File: src/rtl/mdio_master.sv
// Clause-22 MDIO management master.
// Serialises one read or write frame per accepted command onto the MDC/MDIO
// pads, samples read data on the MDC rising edges and reports completion.
//
// Command handshake: a command transfers on the rising clk edge where
// cmd_valid && cmd_ready are both 1. cmd_ready is 1 only while the block is
// idle, so no command is queued while a frame is in progress. cmd_valid may
// be asserted at any time and the cmd_* fields are only sampled at the transfer.
module mdio_master #(
    parameter int unsigned MDC_DIV = 4,
    parameter int unsigned PRE_LEN = 32
) (
    input  logic        clk,
    input  logic        rstn,
    input  logic        cmd_valid,
    output logic        cmd_ready,
    input  logic        cmd_rd,
    input  logic [4:0]  cmd_phyad,
    input  logic [4:0]  cmd_regad,
    input  logic [15:0] cmd_wdata,
    output logic        mdc,
    output logic        mdio_o,
    output logic        mdio_oe,
    input  logic        mdio_i,
    output logic        done,
    output logic [15:0] rd_data,
    output logic        ta_err,
    output logic        busy,
    output logic [2:0]  dbg_state
);

    // Bit positions inside the frame, counted from the first preamble bit.
    localparam logic [7:0] DIV_LAST   = 8'(MDC_DIV - 1);
    localparam logic [6:0] STOP_FIRST = 7'(PRE_LEN);
    localparam logic [6:0] ADDR_FIRST = 7'(PRE_LEN + 4);
    localparam logic [6:0] TA_FIRST   = 7'(PRE_LEN + 14);
    localparam logic [6:0] TA_SECOND  = 7'(PRE_LEN + 15);
    localparam logic [6:0] DATA_FIRST = 7'(PRE_LEN + 16);
    localparam logic [6:0] LAST_BIT   = 7'(PRE_LEN + 31);

    typedef enum logic [2:0] {
        S_IDLE = 3'd0,
        S_PRE  = 3'd1,
        S_STOP = 3'd2,
        S_ADDR = 3'd3,
        S_TA   = 3'd4,
        S_DATA = 3'd5
    } state_t;

    // Frame field that a given bit position belongs to.
    function automatic state_t state_of(input logic [6:0] b);
        state_t s;
        if (b < STOP_FIRST)      s = S_PRE;
        else if (b < ADDR_FIRST) s = S_STOP;
        else if (b < TA_FIRST)   s = S_ADDR;
        else if (b < DATA_FIRST) s = S_TA;
        else                     s = S_DATA;
        return s;
    endfunction

    state_t      state_q, state_d;
    logic [7:0]  div_q, div_d;
    logic [6:0]  bit_q, bit_d;
    logic [31:0] sh_q, sh_d;
    logic        rd_q, rd_d;
    logic        mdc_q, mdc_d;
    logic        mdio_o_q, mdio_o_d;
    logic        mdio_oe_q, mdio_oe_d;
    logic        ready_q, ready_d;
    logic        done_q, done_d;
    logic [15:0] rd_data_q, rd_data_d;
    logic        ta_err_q, ta_err_d;
    logic [15:0] rd_sh_q, rd_sh_d;
    logic        ta_smp_q, ta_smp_d;
    logic [6:0]  nb;

    // Next-state logic: accept, MDC phase timing, bit shifting and read sampling.
    always_comb begin
        state_d   = state_q;
        div_d     = div_q;
        bit_d     = bit_q;
        sh_d      = sh_q;
        rd_d      = rd_q;
        mdc_d     = mdc_q;
        mdio_o_d  = mdio_o_q;
        mdio_oe_d = mdio_oe_q;
        ready_d   = ready_q;
        done_d    = 1'b0;
        rd_data_d = rd_data_q;
        ta_err_d  = ta_err_q;
        rd_sh_d   = rd_sh_q;
        ta_smp_d  = ta_smp_q;
        nb        = bit_q + 7'd1;

        if (state_q == S_IDLE) begin
            mdc_d     = 1'b0;
            mdio_o_d  = 1'b1;
            mdio_oe_d = 1'b0;
            ready_d   = 1'b1;
            if (cmd_valid && ready_q) begin
                // Accept edge is also the start of the first low phase.
                state_d   = S_PRE;
                ready_d   = 1'b0;
                rd_d      = cmd_rd;
                sh_d      = {2'b01, (cmd_rd ? 2'b10 : 2'b01), cmd_phyad,
                             cmd_regad, 2'b10, cmd_wdata};
                bit_d     = 7'd0;
                div_d     = 8'd0;
                mdio_o_d  = 1'b1;
                mdio_oe_d = 1'b1;
            end
        end else if (div_q == DIV_LAST) begin
            div_d = 8'd0;
            if (!mdc_q) begin
                // Low phase ends: MDC rises, which is the read sampling point.
                mdc_d = 1'b1;
                if (rd_q && bit_q == TA_SECOND) begin
                    ta_smp_d = mdio_i;
                end else if (rd_q && bit_q >= DATA_FIRST) begin
                    rd_sh_d = {rd_sh_q[14:0], mdio_i};
                end
            end else begin
                // High phase ends: bit period over.
                mdc_d = 1'b0;
                if (bit_q == LAST_BIT) begin
                    state_d   = S_IDLE;
                    ready_d   = 1'b1;
                    done_d    = 1'b1;
                    mdio_o_d  = 1'b1;
                    mdio_oe_d = 1'b0;
                    if (rd_q) begin
                        rd_data_d = rd_sh_q;
                        ta_err_d  = ta_smp_q;
                    end else begin
                        ta_err_d  = 1'b0;
                    end
                end else begin
                    bit_d     = nb;
                    state_d   = state_of(nb);
                    mdio_oe_d = !(rd_q && nb >= TA_FIRST);
                    if (nb >= STOP_FIRST) begin
                        mdio_o_d = sh_q[31];
                        sh_d     = {sh_q[30:0], 1'b0};
                    end else begin
                        mdio_o_d = 1'b1;
                    end
                end
            end
        end else begin
            div_d = div_q + 8'd1;
        end
    end

    // State and output registers; reset aborts any frame in progress.
    always_ff @(posedge clk or negedge rstn) begin
        if (!rstn) begin
            state_q   <= S_IDLE;
            div_q     <= 8'd0;
            bit_q     <= 7'd0;
            sh_q      <= 32'd0;
            rd_q      <= 1'b0;
            mdc_q     <= 1'b0;
            mdio_o_q  <= 1'b1;
            mdio_oe_q <= 1'b0;
            ready_q   <= 1'b0;
            done_q    <= 1'b0;
            rd_data_q <= 16'h0000;
            ta_err_q  <= 1'b0;
            rd_sh_q   <= 16'h0000;
            ta_smp_q  <= 1'b0;
        end else begin
            state_q   <= state_d;
            div_q     <= div_d;
            bit_q     <= bit_d;
            sh_q      <= sh_d;
            rd_q      <= rd_d;
            mdc_q     <= mdc_d;
            mdio_o_q  <= mdio_o_d;
            mdio_oe_q <= mdio_oe_d;
            ready_q   <= ready_d;
            done_q    <= done_d;
            rd_data_q <= rd_data_d;
            ta_err_q  <= ta_err_d;
            rd_sh_q   <= rd_sh_d;
            ta_smp_q  <= ta_smp_d;
        end
    end

    assign cmd_ready = ready_q;
    assign busy      = (state_q != S_IDLE);
    assign mdc       = mdc_q;
    assign mdio_o    = mdio_o_q;
    assign mdio_oe   = mdio_oe_q;
    assign done      = done_q;
    assign rd_data   = rd_data_q;
    assign ta_err    = ta_err_q;
    assign dbg_state = state_q;

endmodule
File: config.mk
export PLATFORM = sky130hd
export DESIGN_NAME = mdio_master
export DESIGN_NICKNAME = d
export VERILOG_FILES = /design/src/rtl/mdio_master.sv
export SDC_FILE = /design/constraint.sdc
export NUM_CORES = 1
export LEC_CHECK = 0
export CAP_MARGIN = 0
export CELL_PAD_IN_SITES_DETAIL_PLACEMENT = 2
export CELL_PAD_IN_SITES_GLOBAL_PLACEMENT = 2
export CORE_ASPECT_RATIO = 0.8
export CORE_UTILIZATION = 37
export DETAILED_ROUTE_END_ITERATION = 10
export PLACE_DENSITY_LB_ADDON = 0.1
export SYNTH_ARGS = -nofsm -noshare
export SYNTH_HDL_FRONTEND = slang
export SYNTH_SLANG_ARGS = --single-unit
File: constraint.sdc
create_clock -name clk -period 2.4 [get_ports clk]
set_input_delay 0.48 -clock clk [delete_from_list [all_inputs] [get_ports clk]]
set_output_delay 0.48 -clock clk [all_outputs]
set_load 0.01 [all_outputs]
* Word-level counts from Yosys, hierarchy flattened *
Cells that the tools add are included.

cells by class
  reduce and logical (&&, ||, !) cells = 21
  bitwise logic cells = 3
  equality and inequality tests = 5
  $add $sub $neg = 2
  $lt $le $gt $ge = 7
  multiplexer cells = 47

operator list
  cell                 count
  $mux 32              6
  $mux 7               5
  $lt 7x6->1 const B   4
  $mux 1               24
  $mux 3               8
  $mux 8               3
  $ge 7x6->1 const B   3
  $reduce_and 5->1     3
  $eq 7x6->1 const B   2
  $reduce_and 4->1     3
  $add 8x1->8 const B  1
  $eq 8x2->1 const B   1
  $reduce_bool 2->1    4
  $add 7x1->7 const B  1
  $reduce_and 3->1     2
  $logic_and 1x1->1    4
  $reduce_and 2->1     2
  $logic_not 3->1      1
  $not 1->1            3
  $reduce_bool 3->1    1
  $mux 2               1
  $ne 2x1->1 const B   1
  $ne 2x2->1 const B   1
  $logic_not 1->1      1

storage, ports and cells
  input bits = 31
  output and inout bits = 26
  logic and storage cells = 99
  register bits after elaboration = 90

* Longest topological paths before layout *
Gate-level depths: netlist (run 1).

  depth after elaboration = 10
  mapped depth = 9

* Worst setup path after synthesis (run 1) *
No wires, ideal clock.

  kind = register -> register
  from = register bit_q[0]
  to = register sh_q[27]
  required time = 2.277 ns
  setup time = 0.123 ns
  setup slack = 0.220 ns
  period minus slack after synthesis = 2.180 ns
  stages on the path, launching flop included = 9
  arrival time = 2.058 ns
  path buffers = 2
  cells stage by stage = dfrtp_1 > ha_1 > buf_4 > nand3_1 > or3_4 > a31oi_4 > a211oi_4 > buf_6 > o221a_2

between the ends
  longest elaborated chain between the ends = 4
  elaborated cells between the ends (all ways) = 6

RTL lines
  what                            line  RTL
  start: declaration              63    logic [6:0] bit_q, bit_d;
  start signal: assignment        174   bit_q <= bit_d;
  $add 7x1->7                     93    nb = bit_q + 7'd1;
  $ge 7x6->1                      141   if (nb >= STOP_FIRST) begin
  $reduce_bool 2->1 (no line)     n/a
  $reduce_and 5->1 (no line) (*)  n/a
  end signal: assignment          160   sh_q <= 32'd0;
  end signal: assignment          175   sh_q <= sh_d;
  end: declaration                64    logic [31:0] sh_q, sh_d;

Mark *: on every way between the ends. The rest lies on a longest branch, timed or not.
A chain may end at the register's enable or synchronous reset.

* Worst setup path after layout (run 1) *
  from = register state_q[1], in the netlist dbg_state[1]
  to = output port busy

between the ends
  longest elaborated chain between the ends = 1

RTL lines
  what                      line  RTL
  start: declaration        61    state_t state_q, state_d;
  start signal: assignment  172   state_q <= state_d;
  $reduce_bool 3->1         190   assign busy = (state_q != S_IDLE);
  end: declaration          28    output logic busy,

No other way between the ends.

==> results of run 1 <==
## kinds of logic after synthesis
group	synth area share, %
buffers and inverters	4.21
and+or+nand+nor	14.7
xor gates and xnor gates	0.831
DFF	53.4
AOI/OAI and AO/OA	17.1
adders and majority gates	0.890
muxes	8.81
## Yosys cell counts (all sizes together), types with 7 or more instances
library cell   n
o21ai         18
clkbuf         9
inv           11
dfrtp         89
and3           7
o221a         27
nor2          21
buf           12
o31ai          7
or3           28
nand2         18
mux2          33
nand3          9
## per-stage QoR
stage,std cells,power [mW],setup WS (ns),hold WS (ns)
final,564,5.42,0.115,0.115
after global routing,564,5.73,0.0443,0.145
after CTS,564,5.46,0.0711,0.133
after detailed placement,548,3.84,0.0913,0.493
after global placement,548,3.75,0.190,0.477
after floorplan,350,3.19,0.220,0.184
## flip-flops by register name, summed over array words and instances, names as in the netlist
signal	count
mdio_o	1
rd_sh_q	16
cmd_ready	1
ta_err	1
mdc	1
dbg_state	3
rd_data	16
done	1
bit_q	7
mdio_oe	1
ta_smp_q	1
sh_q	32
rd_q	1
div_q	8
## worst max-delay path: cells and delay by family (launching register included)
kind          cells  cell delay, ns
flops             1            0.43
buf+inv           3            0.77
simple gates      1            0.26
## final cells by class
type,count,area (um2)
fill,1106,5620
timing repair buffer,75,751
multi-input combinational,228,1810
clock buffer,10,229
sequential,90,2250
clock inverter,6,96.3
inverter,11,41.3
tap,144,180
## per-layer routing
metal  up-vias  global-route usage, %  routed length [um]  share of wire [%]
met5         -                      0                   0                  0
met4         0                   4.75                  99               0.85
li1       1436                      -                   -                  -
met3         7                   4.58                 335                2.9
met1      1640                   29.8                5480                 47
met2        42                   35.1                5760                 49
## timing repair
item / in CTS / in global routing
gates resized for setup: 0 / 2
hold endpoints to repair: 0 / 0
setup endpoints to repair: 0 / 44
## where the power goes
group / internal (mW) / switching [mW]
registers: 1.88 / 0.345
clock network: 0.929 / 0.644
logic: 0.800 / 0.822
## worst max path at each step
stage	slack, ns	start	to
after floorplan	0.22	bit_q[0]	sh_q[27]
after global placement	0.19	bit_q[1]	sh_q[3]
after detailed placement	0.09	cmd_valid	dbg_state[0]
after CTS	0.07	bit_q[1]	sh_q[8]
after global routing	0.04	div_q[0]	sh_q[28]
final	0.11	dbg_state[1]	busy
## layout by cell type, fill, tap and decap left out, types with 3 or more instances in the layout
master and n:
dfrtp_1 89, clkdlybuf4s50_1 55, mux2_2 31, or3_1 27
o221a_2 22, nor2_1 20, o21ai_0 18, nand2_1 17
buf_4 16, inv_1 11, nand3_1 9, clkbuf_16 9
o31ai_1 7, and3_1 6, nor3_1 5, a21oi_1 5
o221a_1 5, a211oi_1 4, buf_12 4, xnor2_1 3
nand2b_1 3, nand4_1 3, ha_1 3
==> results.toml, run 1 <==
[outcome]
run_status = "completed"

[route]
totalWireLength_um = 11700
dr_total_vias = 3125
drc_errors = 0
first_pass_iters = 4
routed_wire_length_per_instance_um = 20.7
drt_iter0_drc = 184
viasPerCell = 5.54
postRouteAntennaNets = 0

[setup_path]
required_ns = 1.92
startpoint_type = "flop"
regToRegSetupSlack_ns = 0.19
critPathArrivalTime_ns = 1.81
r2r-end = "rd_sh_q[2]"
r2r_start = "div_q[0]"
worst_path_largest_cell_delay_ns = 0.49
crit_fanout = 5
r2r_cells = 7
critPathCaptureType = "primary output"
slowest_stage = "clkdlybuf4s50_1"
path_cells = "nor3_1 > inv_1 > buf_4 > clkdlybuf4s50_1"
crit_type = "flop to primary output"

[yosys]
ys_ff_latch = 90
ys.flop_type = "dfrtp_1"
synth_nets = 384
avgSynthCellArea_um2 = 12.1
yosys.area.top_type = "dfrtp_1"
async_reset_ff_share_pct = 100
synthCells = 350
synth.top_cell.area_share_pct = 52.8
synth_edf_count = 0
netlist-cell-type-count = 61
ys_warn_count = 0
synth_area_um2 = 4220
synthTopCellsByArea = "dfrtp_1 (53%), mux2_2 (8.3%), o221a_2 (5.9%)"
synth-seq-area-share_pct = 53.4

[sta]
rsz0062_at_grt = "no"
max_freq_mhz = 438
slew_headroom_pct = 48.2
clock_skew_ns = 0.00684
final_hold_viol_count = 0
tns_ns = 0
tightest_slew_ns = 0.778
finalSetupViolations = 0
post-route-min-period_ns = 2.29
maxSlewViolCount = 0
post-route-period-util_pct = 95.2

[clock_network]
worst_skew_pair.late_latency_ns = 0.34
cts-root-buf = "clkbuf_16"
postCtsSetupBuffers = 0
cts.reportedPaths.clkPinSlew_ns = 0.07
hold_buffers = 0
cts_buffer_depth = 2
cts_buffers = 9
h-tree-depth = 3
cts_tree = "built"
cts_sinks = 90

[layout]
syn_to_final_growth_pct = 27.0
fin_util_pct = 48.8
fin_nets = 449
drive_gt1_share_pct = 25.5
num_antenna_cells = 0
stdcell_area_um2 = 5360

[floorplan]
start_util_pct = 38.4
io_pins = 57
die-width_um = 121
dieArea_um2 = 11800
rows = 34
core_area_um2 = 11000
die_h_um = 97.5

[place]
dp_hpwl_um = 7750
gp_congestion = 0.774
port-buffer-count = 56
postPlaceCellArea_um2 = 5010

[job]
max_cap_violations = 0

[global_routing]
gr-usage-all-layers_pct = 21.8
grt_pass1_wl_um = 19700
overflow = 0
grt_max_degree = 62
grt_pass1_vias = 3510
antenna_found_initial = 0

[power_and_ir_drop]
leakagePower_nw = 2.23
power_density_nw_per_um2 = 1010
ir_drop_mv = 0.404

[worst_hold_path]
hp-class = "input port to async pin"
(Power assumes the default switching activity.)
==> run 2, diff against run 1 <==
--- a/config.mk
+++ b/config.mk
@@ -9,9 +9,11 @@
 export CELL_PAD_IN_SITES_DETAIL_PLACEMENT = 2
 export CELL_PAD_IN_SITES_GLOBAL_PLACEMENT = 2
 export CORE_ASPECT_RATIO = 0.8
+export CORE_MARGIN = 3
 export CORE_UTILIZATION = 37
 export DETAILED_ROUTE_END_ITERATION = 10
 export PLACE_DENSITY_LB_ADDON = 0.1
+export REMOVE_ABC_BUFFERS = 1
 export SYNTH_ARGS = -nofsm -noshare
 export SYNTH_HDL_FRONTEND = slang
 export SYNTH_SLANG_ARGS = --single-unit
==> run 2 against run 1 <==
Net effect:
- setup slack got worse by 0.0016 ns
- cell count rose by 0.53%
- cell area fell by 0.23%
- register-to-register slack got worse by 0.05 ns
- clock skew rose by 0.0032 ns
- maximum frequency barely moved
- core utilization fell by 0.30 points
==> results.toml, run 2 (synthesis results as in run 1) <==
[outcome]
run_status = "completed"

[sta]
maxSlewViolCount = 0
finalSetupViolations = 0
max_freq_mhz = 437
tightest_slew_ns = 0.810
slew_headroom_pct = 46.0
final_hold_viol_count = 0
clock_skew_ns = 0.0101
post-route-min-period_ns = 2.29
rsz0062_at_grt = "no"
whs_ns = 0.119
post-route-period-util_pct = 95.3

[place]
port-buffer-count = 56
dp_hpwl_um = 7570
gp_congestion = 0.778

[power_and_ir_drop]
leakagePower_nw = 2.23
p_total_mw = 5.25
ir_drop_mv = 0.411
power_density_nw_per_um2 = 983

[layout]
max_flop_register = "sh_q"
num_antenna_cells = 0
largest_reg_flops = 32
mostFrequentLayoutCell = "dfrtp_1"
fillers = 1110
final_cell_mix = "dfrtp_1 (89), clkdlybuf4s50_1 (55), mux2_2 (31)"
drive_gt1_share_pct = 26.0
fin_nets = 452
syn_to_final_growth_pct = 26.7

[route]
drt_iter0_drc = 167
routed_wire_length_per_instance_um = 19.4
viasPerCell = 5.43
dr_total_vias = 3078
first_pass_iters = 4
drc_errors = 0
postRouteAntennaNets = 0
totalWireLength_um = 11000

[setup_path]
crit_type = "flop to primary output"
r2r_cells = 7
required_ns = 1.92
r2r_start = "div_q[0]"
regToRegSetupSlack_ns = 0.14
critPathCaptureType = "primary output"
r2r-end = "rd_sh_q[13]"
critPathArrivalTime_ns = 1.81
crit_fanout = 5
startpoint_type = "flop"

[floorplan]
dieArea_um2 = 12700
core_area_um2 = 11000
io_pins = 57
start_util_pct = 38.3
die-width_um = 125
die_h_um = 101
rows = 34

[clock_network]
cts_tree = "built"
postCtsSetupBuffers = 0
cts.reportedPaths.clkPinSlew_ns = 0.07
cts_sinks = 90
cts-root-buf = "clkbuf_16"
worst_skew_pair.late_latency_ns = 0.35
cts_buffer_depth = 2
hold_buffers = 0
h-tree-depth = 3
cts_buffers = 9

[job]
max_cap_violations = 0

[global_routing]
gr-usage-all-layers_pct = 19.0
grt_max_degree = 40
grt_pass1_wl_um = 19000
grt_pass1_vias = 3419
overflow = 0
antenna_found_initial = 0

[worst_hold_path]
hp-class = "input port to async pin"
==> run 2: per-stage QoR <==
stage | cell area, um2 | setup WS [ns] | setup TNS (ns) | instances | util, %
after floorplan | 4080 | -0.632 | -25.64 | 329 | -
after global placement | 5030 | 0.0892 | 0 | 551 | 45.7
after detailed placement | 5030 | 0.0910 | 0 | 551 | 45.7
after CTS | 5340 | 0.0450 | 0 | 567 | 48.4
after global routing | 5340 | 0.0177 | 0 | 567 | 48.5
final | 5340 | 0.113 | 0 | 567 | 48.5
==> run 2: area by class of cell <==
class	instances	area [um2]	share of cell area [%]
flip-flops and latches	90	2250	42.2
inverters	11	41.3	0.773
clock buffers	12	246	4.61
well taps	144	180	3.37
repair buffers	78	773	14.5
multi-input cells	228	1800	33.6
clock inverters	4	51.3	0.960
==> run 2: metal layers <==
metal	vias to the layer above	GRT usage, %	share of wire [%]
li1	1440	-	-
met1	1595	26.2	48
met2	35	30.3	48
met3	8	4.85	2.6
met4	0	4.75	0.82
met5	-	0	0
==> run 2: worst max path at each step <==
stage | startpoint | to | slack, ns | cells after the start
2_1_floorplan | dbg_state[2] | sh_q[10] | -0.63 | 5
3_3_place_gp | cmd_valid | sh_q[23] | 0.09 | 5
3_5_place_dp | cmd_valid | sh_q[9] | 0.09 | 5
4_1_cts | dbg_state[2] | busy | 0.05 | 4
5_1_grt | dbg_state[1] | busy | 0.02 | 4
6_report | dbg_state[1] | busy | 0.11 | 4
==> run 2: report_power, final <==
group / internal [mW] / switching [mW] / leakage (nW)
clock network: 0.836 / 0.592 / 0.143
registers: 1.88 / 0.318 / 1.12
logic: 0.800 / 0.827 / 0.966
total: 3.52 / 1.74 / 2.23
==> run 2: what timing repair did <==
action,in CTS,in global routing
resized for setup,1,1
pin swaps,0,0
setup endpoints to repair,1,8
==> run 2: worst max-delay path, cell delays in order (launching register included) <==
cell,delay [ns]
dfrtp_1,0.44
nor3_4,0.26
inv_1,0.09
buf_4,0.18
clkdlybuf4s50_1,0.48
